===== src/rtl/branch_redirect_ctrl.sv =====
`default_nettype none
// ============================================================================
// Module      : branch_redirect_ctrl
// Description : Detects taken JAL/JALR/branches in EX and computes the target
//               and link value. Drives a held redirect to fetch, then squashes
//               IF/ID for FLUSH_DEPTH advancing cycles, honouring the pipeline
//               hold 'en'.
// Revision    : 1.0 - initial release
// ============================================================================
module branch_redirect_ctrl #(
   parameter int XLEN        = 32,
   parameter int FLUSH_DEPTH = 2
) (
   input  logic            clk,
   input  logic            rst,
   input  logic            en,
   input  logic            ex_valid,
   input  logic            ex_is_jal,
   input  logic            ex_is_jalr,
   input  logic            ex_is_branch,
   input  logic            ex_taken,
   input  logic [XLEN-1:0] ex_pc,
   input  logic [XLEN-1:0] ex_imm,
   input  logic [XLEN-1:0] ex_rs1,
   output logic            redirect,
   output logic [XLEN-1:0] redirect_pc,
   output logic            squash,
   output logic            link_wr,
   output logic [XLEN-1:0] link_data,
   output logic            misalign
);

   localparam int c_cnt_w = $clog2(FLUSH_DEPTH + 1);
   localparam logic [c_cnt_w-1:0] c_cnt_load = c_cnt_w'(FLUSH_DEPTH);
   localparam logic [c_cnt_w-1:0] c_cnt_one  = c_cnt_w'(1);
   localparam logic [XLEN-1:0]    c_bit0_clr = {{(XLEN-1){1'b1}}, 1'b0};
   localparam logic [XLEN-1:0]    c_four     = XLEN'(4);

   typedef enum logic [1:0] {
      S_IDLE     = 2'd0,
      S_REDIRECT = 2'd1,
      S_SQUASH   = 2'd2
   } state_t;

   state_t              r_state, w_state_nx;
   logic [c_cnt_w-1:0]  r_cnt, w_cnt_nx;
   logic                r_link_q, w_link_q_nx;
   logic                r_redirect, w_redirect_nx;
   logic                r_squash, w_squash_nx;
   logic                r_link_wr, w_link_wr_nx;
   logic                r_misalign, w_misalign_nx;
   logic [XLEN-1:0]     r_redirect_pc, w_redirect_pc_nx;
   logic [XLEN-1:0]     r_link_data, w_link_data_nx;

   logic                w_event;
   logic                w_is_jump;
   logic [XLEN-1:0]     w_target;
   logic [XLEN-1:0]     w_link;

   // Target/link arithmetic wraps mod 2^XLEN; JALR target has bit 0 cleared
   assign w_is_jump = ex_is_jal | ex_is_jalr;
   assign w_event   = ex_valid & (w_is_jump | (ex_is_branch & ex_taken));
   assign w_target  = ex_is_jalr ? ((ex_rs1 + ex_imm) & c_bit0_clr) : (ex_pc + ex_imm);
   assign w_link    = ex_pc + c_four;

   // Next-state and next-output decode; outputs are registered from these
   always_comb begin
      w_state_nx       = r_state;
      w_cnt_nx         = r_cnt;
      w_link_q_nx      = r_link_q;
      w_redirect_nx    = 1'b0;
      w_squash_nx      = 1'b0;
      w_link_wr_nx     = 1'b0;
      w_misalign_nx    = 1'b0;
      w_redirect_pc_nx = r_redirect_pc;
      w_link_data_nx   = r_link_data;
      case (r_state)
         S_IDLE: begin
            if (!en && w_event) begin
               if (w_target[1]) begin
                  // Misaligned target: flag only, no control transfer
                  w_misalign_nx = 1'b1;
               end else begin
                  w_state_nx       = S_REDIRECT;
                  w_cnt_nx         = c_cnt_load;
                  w_link_q_nx      = w_is_jump;
                  w_redirect_nx    = 1'b1;
                  w_squash_nx      = 1'b1;
                  w_link_wr_nx     = w_is_jump;
                  w_redirect_pc_nx = w_target;
                  w_link_data_nx   = w_link;
               end
            end
         end
         S_REDIRECT: begin
            if (en) begin
               w_redirect_nx = 1'b1;
               w_squash_nx   = 1'b1;
               w_link_wr_nx  = r_link_q;
            end else if (r_cnt == c_cnt_one) begin
               w_state_nx = S_IDLE;
               w_cnt_nx   = '0;
            end else begin
               w_state_nx  = S_SQUASH;
               w_cnt_nx    = r_cnt - c_cnt_one;
               w_squash_nx = 1'b1;
            end
         end
         S_SQUASH: begin
            w_squash_nx = 1'b1;
            if (!en) begin
               if (r_cnt == c_cnt_one) begin
                  w_state_nx  = S_IDLE;
                  w_cnt_nx    = '0;
                  w_squash_nx = 1'b0;
               end else begin
                  w_cnt_nx = r_cnt - c_cnt_one;
               end
            end
         end
         default: begin
            w_state_nx = S_IDLE;
            w_cnt_nx   = '0;
         end
      endcase
   end

   // State, counter and output registers with synchronous reset
   always_ff @(posedge clk) begin
      if (rst) begin
         r_state       <= S_IDLE;
         r_cnt         <= '0;
         r_link_q      <= 1'b0;
         r_redirect    <= 1'b0;
         r_squash      <= 1'b0;
         r_link_wr     <= 1'b0;
         r_misalign    <= 1'b0;
         r_redirect_pc <= '0;
         r_link_data   <= '0;
      end else begin
         r_state       <= w_state_nx;
         r_cnt         <= w_cnt_nx;
         r_link_q      <= w_link_q_nx;
         r_redirect    <= w_redirect_nx;
         r_squash      <= w_squash_nx;
         r_link_wr     <= w_link_wr_nx;
         r_misalign    <= w_misalign_nx;
         r_redirect_pc <= w_redirect_pc_nx;
         r_link_data   <= w_link_data_nx;
      end
   end

   assign redirect    = r_redirect;
   assign redirect_pc = r_redirect_pc;
   assign squash      = r_squash;
   assign link_wr     = r_link_wr;
   assign link_data   = r_link_data;
   assign misalign    = r_misalign;

endmodule
`default_nettype wire


===== config.mk =====
export PLATFORM = sky130hd
export DESIGN_NAME = branch_redirect_ctrl
export DESIGN_NICKNAME = d
export VERILOG_FILES = /design/src/rtl/branch_redirect_ctrl.sv
export SDC_FILE = /design/constraint.sdc
export NUM_CORES = 1
export LEC_CHECK = 0
export ABC_AREA = 1
export CAP_MARGIN = 20
export CORE_UTILIZATION = 58
export DETAILED_ROUTE_END_ITERATION = 10
export GPL_ROUTABILITY_DRIVEN = 1
export PLACE_DENSITY = 0.94
export SYNTH_ARGS = -nofsm -noshare
export SYNTH_HDL_FRONTEND = slang
export SYNTH_SLANG_ARGS = --single-unit

===== constraint.sdc =====
create_clock -name clk -period 6.8 [get_ports clk]
set_clock_uncertainty 0.2 [all_clocks]
set_input_delay 1.7 -clock clk [delete_from_list [all_inputs] [get_ports clk]]
set_output_delay 1.7 -clock clk [all_outputs]
set_load 0.05 [all_outputs]

Word-level counts from Yosys, hierarchy flattened:

Cells that the tools add are included.

* register bits: 72
* output and inout bits: 68

* reduce and logical (&&, ||, !) cells: 8
* bitwise logic cells: 7
* add/subtract/negate cells: 4
* eq/ne operators: 9
* multiplexer cells: 25

Operators with widths (number)
* 32-bit adder: 2
* 32-bit by 3-bit adder with 32-bit output, second input constant: 1
* 32-bit two-way mux: 1
* 2-bit two-way mux: 10
* 2-bit inequality test, second input constant: 6
* 1-bit two-way mux: 9
* 1-bit one-hot mux with 2 select lines: 3
* 2-bit one-hot mux with 3 select lines: 1
* 3-bit AND reduction: 2
* 5-bit AND reduction: 1
* 2-bit by 1-bit == test with 1-bit output, second input constant: 2
* 2-bit one-hot mux with 2 select lines: 1
* 1-bit NOT: 3
* 3-bit OR reduction: 1
* 1-bit bitwise AND: 2
* 2-bit == test, second input constant: 1
* 2-bit logical NOT: 1
* 1-bit OR: 2
* 2-bit OR reduction: 1
* 2-bit by 1-bit subtractor with 2-bit output, second input constant: 1
* 1-bit logical AND: 1
* 1-bit logical NOT: 1

Logic depth before layout (Yosys ltp):

* depth after elaboration: 6
* gate-level depth with buffers: 16

Least setup slack after synthesis:

OpenSTA, ideal clock, no wires.

* path kind: input port to flip-flop
* start: in ex_imm[0]
* end: reg r_link_data[28] (netlist: link_data[28])
* required time: 6.541 ns
* buffers on the path: 2
* cell stages on the path: 11
* path slack: 3.111 ns
* data arrival time: 3.431 ns
* cell sequence: nand2_1 inv_1 fa_1 or2_1 o21ai_1 inv_1 nor3_4 buf_2 buf_2 o211ai_1 inv_1

* cells in the longest elaborated chain, start to end: 4
* elaborated cells on any way between the ends: 5

RTL lines
* from (decl): RTL line 23 `input logic [XLEN-1:0] ex_imm,`
* 32-bit adder: RTL line 63 `assign w_target = ex_is_jalr ? ((ex_rs1 + ex_imm) & c_bit0_clr) : (ex_pc + ex_imm);`
* 32-bit two-way mux *: RTL line 63
* 1-bit NOT (no source line) *
* 3-bit AND reduction (no source line) *
* to (signal assigned): RTL line 149 `r_link_data <= w_link_data_nx;`
* to (decl): RTL line 53 `logic [XLEN-1:0] r_link_data, w_link_data_nx;`

Mark *: on every way between the ends. The rest lies on a longest branch, timed or not.
A chain may end at the register's enable or synchronous reset.

Worst setup path after layout:

* start: in ex_is_jalr
* end: reg r_link_data[28] (netlist: link_data[28])

* cells in the longest elaborated chain, start to end: 5
* elaborated cells on any way between the ends: 7

RTL lines
* from (decl): RTL line 19 `input logic ex_is_jalr,`
* 1-bit OR: RTL line 61 `assign w_is_jump = ex_is_jal | ex_is_jalr;`
* 1-bit OR: RTL line 62 `assign w_event = ex_valid & (w_is_jump | (ex_is_branch & ex_taken));`
* 1-bit bitwise AND: RTL line 62
* 1-bit logical AND: RTL line 79 `if (!en && w_event) begin`
* 3-bit AND reduction (no source line) *

Marked as above.

==> impl_metrics.csv <==
group,metric,value,unit
synthesis,synth_edf_count,0,
sta,rsz0062_at_grt,"no",
synthesis,yosys.area_share.adder,0.104,
cts,postCtsSetupBuffers,0,
cells_and_area,drive_gt1_frac,0.0179,
sta,fmax,218,MHz
cts,cts_sinks,72,
floorplanning,io_pins,172,
power,powerDensity,165,nW/um2
power,p_total,1740,uW
detailed_routing,drt-initial-drc-count,1138,
cts,clk_latency,0.35,ns
power,p_leak,0.00580,uW
grt,grt_overflow,0,
synthesis,synthXorXnorAreaFrac,0.0229,
cells_and_area,nets,1902,
worst_setup_path,cp_data_arrival_time,4.62,ns
cells_and_area,final_util,0.751,
sta,final.setup.tns,0,ns
sta,setup_viol,0,
grt,grt_pass1_wl,44700,um
synthesis,syn_area,8430,um2
synthesis,synth_most_common_cell,"nand2_1",
detailed_routing,wire_per_inst,15.0,um
power,p_clk_frac,0.270,
worst_setup_path,crit_chain,"clkdlybuf4s50_1, buf_4, inv_2, or2_1, o21ai_1, inv_1, nor3_4, buf_4, nand3_1, o211ai_1, inv_1",
worst_setup_path,cp_data_required_time,6.83,ns
grt,grt_pass1_vias,9235,
floorplanning,initial_core_util,0.600,
sta,hold_viol,0,
sta,finalCritPeriodShare,0.675,
floorplanning,die_x,123,um
cells_and_area,diodes,0,
power,comb_power_share,0.457,
grt,antenna_found_initial,0,
synthesis,netlist_top_cells_count,"nand2_1 (538), inv_1 (302), nor2_1 (180), nand3_1 (126), a21oi_1 (75)",
floorplanning,die_h,123,um
cells_and_area,area_growth,25.2,%
placed_design,gp_congestion,0.992,
power,p_sw_frac,0.433,
worst_setup_path,cp-end-kind,"flop",
synthesis,syn_avg_cell_area,5.36,um2
worst_hold_path,min-delay-start,"link_data[8]",
worst_setup_path,reg2regPathDepth,8,
cts,cts-resized-gates,0,
detailed_routing,drc,0,
grt,grtUsageTotal,0.386,
run_status,status,"completed",
worst_hold_path,holdPathStages,2,
synthesis,netlist_top_cells_area,"nand2_1 (24%), dfxtp_1 (17%), inv_1 (13%)",
detailed_routing,post_drt_via_cell_ratio,5.43,
power,p_seq_frac,0.273,
synthesis,synthSimpleGateAreaFrac,0.448,
worst_setup_path,slowest_stage,"buf_4",
detailed_routing,drt-total-wl,28800,um
floorplanning,row_count,43,
synthesis,syn_nets,1744,
synthesis,synth_top_family_by_area,"simple AND/OR/NAND/NOR gates",
cts,root_buffer,"clkbuf_16",
power,vdd_drop_max,0.000120,V
synthesis,synthDistinctLibCells,35,
worst_setup_path,setup.worst_path.class,"primary input to flop",
placed_design,portBuffers,170,
synthesis,synth_top_cell_by_area,"nand2_1",
floorplanning,core,14000,um2
placed_design,place_hpwl,23700,um
cts,cts_hold_buf,0,
cts,cts_tree,"yes",
cts,cts-htree-levels,3,
sta,period_needed,4.59,ns
worst_hold_path,hold_class,"flop to flop",
detailed_routing,first_pass_iters,6,
worst_setup_path,startpoint,"ex_is_jalr",
synthesis,synth_top_flop_cell,"dfxtp_1",
synthesis,ys_warn_count,0,
cts,ctsLongestPathBuffers,2,
cts,numCtsBuffers,9,
job,cap_violations,0,
synthesis,async_flop_share,0,
detailed_routing,vias,10400,
sta,tightest_slew,1.00,ns
cts,clk_pin_slew_worst_paths,0.07,ns
worst_setup_path,reg2reg_from,"r_state[0]",
sta,slew_viol_final,0,
synthesis,ys_ff_latch,72,
grt,grt_max_degree,52,
sta,maxSlewHeadroom,0.332,
synthesis,ys_seq_area_frac,0.171,
floorplanning,dieArea,15000,um2
synthesis,synth_compound_area_frac,0.103,
worst_setup_path,max_stage_delay,0.48,ns
power,net-switching-power,755,uW
detailed_routing,ant_nets,0,
worst_setup_path,startpoint_type,"primary input",
synthesis,synthMuxAreaShare,0,
worst_setup_path,critPathMaxFanout,50,
power,intPower,988,uW
synthesis,syn_inst,1571,
synthesis,synth_top_cell_area_share,0.240,
[routing by layer]
layer | up-vias | share of wire | routed length [um] | global-route usage
met5 | - | 0 | 0 | 0
met4 | 0 | 0.035 | 1020 | 0.145
met3 | 84 | 0.099 | 2850 | 0.0455
met2 | 530 | 0.46 | 13100 | 0.657
met1 | 4562 | 0.41 | 11800 | 0.497
li1 | 5215 | - | - | -
[through the flow]
step	hold slack, ns	worst slack (ns)	std cells	area [um2]
floorplan	0.233	3.11	1571	8430
global placement	0.253	2.00	1898	10300
detailed placement	0.264	1.93	1898	10300
CTS	0.274	2.26	1914	10500
global route	0.293	1.98	1914	10500
finish	0.271	2.21	1914	10500
[power groups by stage]
stage                     Clock [uW]  Sequential (uW)  Combinational, uW
after floorplan                    0              582                419
after global placement             0              484                763
after detailed placement           0              485                777
final                            471              477                796
after CTS                        469              476                782
after global routing             492              480                871
[area by class of cell]
class / instances / area [um2]
Multi-Input combinational cell: 1167 / 5720
Fill cell: 1211 / 3490
Timing Repair Buffer: 174 / 1730
Sequential cell: 72 / 1440
Inverter: 305 / 1140
Clock buffer: 9 / 225
Tap cell: 180 / 225
Clock inverter: 7 / 60.1
[cells by family after synthesis]
logic type / after synthesis
compound gates: 159
xor+xnor: 22
fa+ha+maj: 69
buf+inv: 332
flops: 72
other cells: 1
simple gates: 916
[path summary, 6_finish.rpt]
path	slack, ns	end
max	2.21	link_data[28]
min	0.27	link_data[8]
max reg2reg	4.49	link_data[28]
min reg2reg	0.27	link_data[8]
[flip-flops by register name (all words and copies together), names as in the netlist]
signal       count
misalign         1
redirect         1
r_link_q         1
r_cnt            2
squash           1
link_wr          1
redirect_pc     31
r_state          2
link_data       32
[cell usage in the layout (no fill, tap or decap), types with 2 or more instances in the layout]
master	instances
nand2_1	538
inv_1	302
nor2_1	180
clkdlybuf4s50_1	170
nand3_1	126
a21oi_1	75
dfxtp_1	72
ha_1	67
o21ai_0	53
nor3_1	23
o211ai_1	18
nand3b_1	15
xor2_1	15
nand4_1	12
nor4_1	9
clkbuf_16	9
or2_2	7
xnor2_1	7
o21bai_1	5
buf_4	4
inv_2	3
clkinvlp_4	3
inv_6	3
o21ai_1	2
o31ai_1	2
and3_1	2
fa_1	2
[worst max-delay path: cells and delay by family]
family          cells  cell delay, ns
compound gates      2            0.20
buf+inv             6            1.85
simple gates        3            0.82
Power figures use the tool's default switching activity.
